==> src/rtl/ram_arb_pkg.sv <==
// Shared types and default sizes for the sample-RAM port arbiter.
package ram_arb_pkg;

  localparam int DEF_NUM_REQ = 2;
  localparam int DEF_ADDR_W  = 3;
  localparam int DEF_DATA_W  = 16;
  localparam int DEF_RD_LAT  = 2;
  localparam int ID_W        = 2;

  typedef enum logic {
    ARB    = 1'b0,
    LOCKED = 1'b1
  } arb_state_t;

  typedef struct packed {
    logic            valid;
    logic [ID_W-1:0] id;
  } rd_tag_t;

  // Index width that stays at least one bit wide for a single requester.
  function automatic int idx_w(input int n);
    return (n > 1) ? $clog2(n) : 1;
  endfunction

endpackage

==> src/rtl/rr_pick.sv <==
// Combinational round-robin picker: first requester at or after ptr, cyclically.
module rr_pick #(
  parameter int NUM_REQ = 2,
  parameter int IDX_W   = 1
) (
  input  logic [NUM_REQ-1:0] req,
  input  logic [IDX_W-1:0]   ptr,
  output logic [NUM_REQ-1:0] gnt,
  output logic [IDX_W-1:0]   idx,
  output logic               any
);

  always_comb begin
    logic [IDX_W:0]   sum;
    logic [IDX_W-1:0] cand;
    gnt  = '0;
    idx  = '0;
    any  = 1'b0;
    sum  = '0;
    cand = '0;
    for (int k = 0; k < NUM_REQ; k++) begin
      sum = {1'b0, ptr} + (IDX_W+1)'(k);
      if (sum >= (IDX_W+1)'(NUM_REQ)) sum = sum - (IDX_W+1)'(NUM_REQ);
      cand = sum[IDX_W-1:0];
      if (!any && req[cand]) begin
        any       = 1'b1;
        gnt[cand] = 1'b1;
        idx       = cand;
      end
    end
  end

endmodule

==> src/rtl/ram_port_arbiter.sv <==
// Round-robin arbiter with burst lock in front of the single-port sample RAM;
// registers the RAM command and routes read returns back to the issuing requester.
module ram_port_arbiter
  import ram_arb_pkg::*;
#(
  parameter int NUM_REQ = DEF_NUM_REQ,
  parameter int ADDR_W  = DEF_ADDR_W,
  parameter int DATA_W  = DEF_DATA_W,
  parameter int RD_LAT  = DEF_RD_LAT
) (
  input  logic                      clk,
  input  logic                      rst,
  input  logic [NUM_REQ-1:0]        req,
  input  logic [NUM_REQ-1:0]        lock,
  input  logic [NUM_REQ-1:0]        we,
  input  logic [NUM_REQ*ADDR_W-1:0] addr,
  input  logic [NUM_REQ*DATA_W-1:0] wdata,
  output logic [NUM_REQ-1:0]        gnt,
  output logic [NUM_REQ-1:0]        rvalid,
  output logic [DATA_W-1:0]         rdata,
  output logic                      ram_en,
  output logic                      ram_we,
  output logic [ADDR_W-1:0]         ram_addr,
  output logic [DATA_W-1:0]         ram_wdata,
  input  logic [DATA_W-1:0]         ram_rdata
);

  localparam int IDX_W = idx_w(NUM_REQ);

  logic [NUM_REQ-1:0][ADDR_W-1:0] addr_v;
  logic [NUM_REQ-1:0][DATA_W-1:0] wdata_v;

  assign addr_v  = addr;
  assign wdata_v = wdata;

  arb_state_t        state_q, state_d;
  logic [IDX_W-1:0]  rr_ptr_q, rr_ptr_d;
  logic [IDX_W-1:0]  owner_q, owner_d;
  logic              ram_en_q, ram_en_d;
  logic              ram_we_q, ram_we_d;
  logic [ADDR_W-1:0] ram_addr_q, ram_addr_d;
  logic [DATA_W-1:0] ram_wdata_q, ram_wdata_d;
  logic [ID_W-1:0]   cmd_id_q, cmd_id_d;
  rd_tag_t [RD_LAT:1] tag_q, tag_d;
  rd_tag_t           cmd_tag;

  logic [NUM_REQ-1:0] pick_gnt;
  logic [IDX_W-1:0]   pick_idx;
  logic               pick_any;
  logic               acc;
  logic [IDX_W-1:0]   win;

  rr_pick #(
    .NUM_REQ (NUM_REQ),
    .IDX_W   (IDX_W)
  ) u_rr_pick (
    .req (req),
    .ptr (rr_ptr_q),
    .gnt (pick_gnt),
    .idx (pick_idx),
    .any (pick_any)
  );

  // Arbitration FSM: grant, accepted-beat detection and lock ownership.
  always_comb begin
    state_d  = state_q;
    rr_ptr_d = rr_ptr_q;
    owner_d  = owner_q;
    gnt      = '0;
    acc      = 1'b0;
    win      = pick_idx;
    case (state_q)
      ARB: begin
        gnt = pick_gnt;
        acc = pick_any;
        if (acc) begin
          rr_ptr_d = (win == IDX_W'(NUM_REQ-1)) ? '0 : win + IDX_W'(1);
          if (lock[win]) begin
            owner_d = win;
            state_d = LOCKED;
          end
        end
      end
      LOCKED: begin
        win = owner_q;
        if (req[owner_q]) begin
          gnt[owner_q] = 1'b1;
          acc          = 1'b1;
          if (!lock[owner_q]) state_d = ARB;
        end else begin
          state_d = ARB;
        end
      end
      default: state_d = ARB;
    endcase
  end

  // Command register holds its fields when idle; only ram_en drops.
  always_comb begin
    ram_en_d    = acc;
    ram_we_d    = ram_we_q;
    ram_addr_d  = ram_addr_q;
    ram_wdata_d = ram_wdata_q;
    cmd_id_d    = cmd_id_q;
    if (acc) begin
      ram_we_d    = we[win];
      ram_addr_d  = addr_v[win];
      ram_wdata_d = wdata_v[win];
      cmd_id_d    = ID_W'(win);
    end
    cmd_tag.valid = ram_en_q && !ram_we_q;
    cmd_tag.id    = cmd_id_q;
    tag_d         = tag_q;
    tag_d[1]      = cmd_tag;
    for (int k = 2; k <= RD_LAT; k++) tag_d[k] = tag_q[k-1];
  end

  always_ff @(posedge clk) begin
    if (rst) begin
      state_q     <= ARB;
      rr_ptr_q    <= '0;
      owner_q     <= '0;
      ram_en_q    <= 1'b0;
      ram_we_q    <= 1'b0;
      ram_addr_q  <= '0;
      ram_wdata_q <= '0;
      cmd_id_q    <= '0;
      tag_q       <= '0;
    end else begin
      state_q     <= state_d;
      rr_ptr_q    <= rr_ptr_d;
      owner_q     <= owner_d;
      ram_en_q    <= ram_en_d;
      ram_we_q    <= ram_we_d;
      ram_addr_q  <= ram_addr_d;
      ram_wdata_q <= ram_wdata_d;
      cmd_id_q    <= cmd_id_d;
      tag_q       <= tag_d;
    end
  end

  // The oldest tag lines up with the cycle the RAM presents read data.
  for (genvar i = 0; i < NUM_REQ; i++) begin : g_rvalid
    assign rvalid[i] = tag_q[RD_LAT].valid && (tag_q[RD_LAT].id == ID_W'(i));
  end

  assign rdata     = ram_rdata;
  assign ram_en    = ram_en_q;
  assign ram_we    = ram_we_q;
  assign ram_addr  = ram_addr_q;
  assign ram_wdata = ram_wdata_q;

endmodule
==> config.mk <==
export PLATFORM = sky130hd
export DESIGN_NAME = ram_port_arbiter
export DESIGN_NICKNAME = d
export VERILOG_FILES = /design/src/rtl/ram_arb_pkg.sv /design/src/rtl/rr_pick.sv /design/src/rtl/ram_port_arbiter.sv
export SDC_FILE = /design/constraint.sdc
export NUM_CORES = 1
export LEC_CHECK = 0
export ABC_AREA = 0
export BUFFER_PORTS_ARGS = -buffer_cell sky130_fd_sc_hd__buf_2
export CAP_MARGIN = 25
export CORE_ASPECT_RATIO = 2
export CORE_MARGIN = 8
export CORE_UTILIZATION = 49
export CTS_BUF_LIST = sky130_fd_sc_hd__clkbuf_2 sky130_fd_sc_hd__clkbuf_4 sky130_fd_sc_hd__clkbuf_8
export DETAILED_ROUTE_END_ITERATION = 16
export PLACE_DENSITY_LB_ADDON = 0.05
export SYNTH_ARGS = -nofsm -noshare
export SYNTH_HDL_FRONTEND = slang
export SYNTH_HIERARCHICAL = 1
export SYNTH_SLANG_ARGS = --single-unit
==> constraint.sdc <==
create_clock -name clk -period 3.4 [get_ports clk]
set_input_delay 0.17 -clock clk [delete_from_list [all_inputs] [get_ports clk]]
set_output_delay 0.17 -clock clk [all_outputs]
set_load 0.01 [all_outputs]
==> results.yml <==
die:
  top_level_ports: 103
  start_util: 0.509
  rows: 31
  coreArea_mm2: 0.00357
  dieArea_mm2: 0.00603
  die_h_um: 102
  die_w_um: 59.0
drt:
  postRouteAntennaNets: 0
  vias_per_cell: 5.67
  drt_wl_total_um: 4930
  drtIter0Drc: 34
  wire_per_inst_um: 16.4
  drc: 0
  first_pass_iters: 4
  vias: 1701
finish:
  fillers: 358
  antenna_cells: 0
  area_delta_synth_final_pct: 17.2
  final_common_cell: "buf_2"
  layout-drive-gt1-share: 0.343
  fin_nets: 312
  final_cells: 300
  final_cell_mix: "buf_2 (70), dfxtp_1 (29), nor2b_1 (25), a21oi_1 (23), mux2i_1 (22)"
sta:
  finalMaxSlewViolations: 0
  max_freq_mhz: 514
  maxSlewHeadroom: 0.619
  fin_setup_tns_ns: 0
  setup_viol_count_final: 0
  hold_slack_ns: 0.176
  finalHoldViolCount: 0
  rsz0062_at_grt: "no"
  tightestPinTransition_ns: 0.559
  min_period_ns: 1.94
  period_share: 0.572
  clock_skew_ns: 0.00290
clock_network:
  htreeDepth: 2
  post_cts_resize_count: 0
  cts_setup_buffers: 0
  clockRootBuffer: "clkbuf_8"
  hold_buffers: 0
  cts.path.max_buffers: 2
  clkSinkCount: 29
  cts_buffers: 5
  clkTransAtPathRegs_ns: 0.06
  clock_latency_ns: 0.28
  cts_tree: "done"
global_routing:
  antenna_found_initial: 0
  grt_overflow: 0
  grt_pass1_wl_um: 7980
  track_usage: 0.169
  grt_max_degree: 50
  grt_pass1_vias: 1753
synthesis:
  synth_cell_type_count: 28
  synth-main-ff-cell: "dfxtp_1"
  yosysSeqAreaShare: 0.320
  yosysWarnings: 6
  ys_async_sr_fraction: 0
  ys_seq_elements: 29
  synth_area_mm2: 0.00182
  synth_edf_count: 0
  synthCells: 202
  syn-num-nets: 264
  synth_area_per_cell_um2: 8.99
critical_path:
  crit_type: "reg -> reg"
  critPathLaunchType: "flop"
  worstPathArrival_ns: 2.11
  endpoint_kind: "flop"
  worstPathRequired_ns: 3.56
  path_max_fanout: 21
power_and_ir_drop:
  p_sw_w: 0.000284
  irDropWorstVdd_mv: 0.319
  pwr-share-comb: 0.251
  p_int_w: 0.000672
  static-leakage-power_nw: 1.05
  power_density_mw_per_mm2: 449
  swShare: 0.297
  clkPwrFrac: 0.332
  pwr-share-seq: 0.417
flow_run:
  cap_violations: 0
place:
  port_buffers: 70
  placedCellCount: 291
  place_congestion: 0.789
  dp_hpwl_um: 3440
min_path:
  hold_path.class: "in -> reg"
run_status:
  status: "finished, final reports clean"
[state kept, by name, summed over array words and instances (netlist names)]
signal,flops
ram_addr,3
owner_q,1
state_q,1
tag_q,2
ram_we,1
cmd_id_q,1
ram_en,1
tag_d,2
rr_ptr_q,1
ram_wdata,16
[final timing paths]
kind,start,end,slack (ns),depth (start not counted)
worst max-delay path,owner_q$_SDFFE_PP0P_,ram_addr[2]$_SDFFE_PP0P_,1.46,4
worst min-delay path,wdata[30],ram_wdata[14]$_SDFFE_PP0P_,0.18,3
worst max register to register,owner_q$_SDFFE_PP0P_,ram_addr[2]$_SDFFE_PP0P_,1.46,4
worst min register to register,tag_d[5]$_SDFF_PP0_,tag_q[5]$_SDFF_PP0_,0.45,1
[stage by stage]
stage | setup slack [ns] | total power [W] | area, um^2 | util
global route | 1.29 | 0.00101 | 2130 | 0.596
finish | 1.46 | 0.000955 | 2130 | 0.596
global placement | 1.50 | 0.000637 | 2010 | 0.563
detailed placement | 1.45 | 0.000645 | 2010 | 0.563
CTS | 1.45 | 0.000966 | 2110 | 0.592
floorplan | 2.09 | 0.000585 | 1820 | -
[logic make-up (layout without fill, tap and decap cells)]
group | Yosys count | count (layout) | share of synthesized area
DFF | 29 | 29 | 0.320
buffers and inverters | 38 | 87 | 0.149
and+or+nand+nor | 60 | 60 | 0.192
muxes | 24 | 24 | 0.135
AOI/OAI and AO/OA | 51 | 51 | 0.204
[power by group through the flow]
stage                     combinational (W)  sequential (W)  clock (W)
after detailed placement           0.000239        0.000406          0
after CTS                          0.000240        0.000398   0.000327
after global routing               0.000265        0.000403   0.000344
after floorplan                    0.000169        0.000416          0
final                              0.000240        0.000398   0.000317
after global placement             0.000233        0.000404          0
[worst max-delay path: stages, from the launching register on]
cell     delay [ns]
dfxtp_1        0.50
nand2_2        0.34
a31oi_2        0.57
buf_4          0.30
a21oi_1        0.09
[cell usage after synthesis (3+ instances only)]
cell type | count | share of area
dfxtp_1 | 29 | 0.32
nor2b_1 | 25 | 0.086
a21oi_1 | 23 | 0.063
mux2i_1 | 22 | 0.12
a311o_1 | 20 | 0.11
nor3_1 | 20 | 0.055
buf_4 | 16 | 0.066
buf_2 | 11 | 0.030
buf_6 | 5 | 0.031
inv_1 | 4 | 0.0083
a21boi_1 | 3 | 0.012
nor2_1 | 3 | 0.0062
o21ai_0 | 3 | 0.0083
[final cells by class]
| class | instances | area (um^2) | share of cell area |
|---|---|---|---|
| multi-input cells | 135 | 973 | 0.458 |
| flip-flops and latches | 29 | 581 | 0.273 |
| repair buffers | 75 | 395 | 0.186 |
| clock buffers | 7 | 96.3 | 0.0453 |
| well taps | 49 | 61.3 | 0.0288 |
| inverters | 4 | 15.0 | 0.00706 |
| clock inverters | 1 | 5.00 | 0.00235 |
[layer usage]
layer	routed length, um	vias up	global-route usage
li1	-	809	-
met1	1880	805	0.154
met2	2580	80	0.312
met3	367	7	0.0668
met4	103	0	0.0761
met5	0	-	0
(Power assumes the default switching activity.)
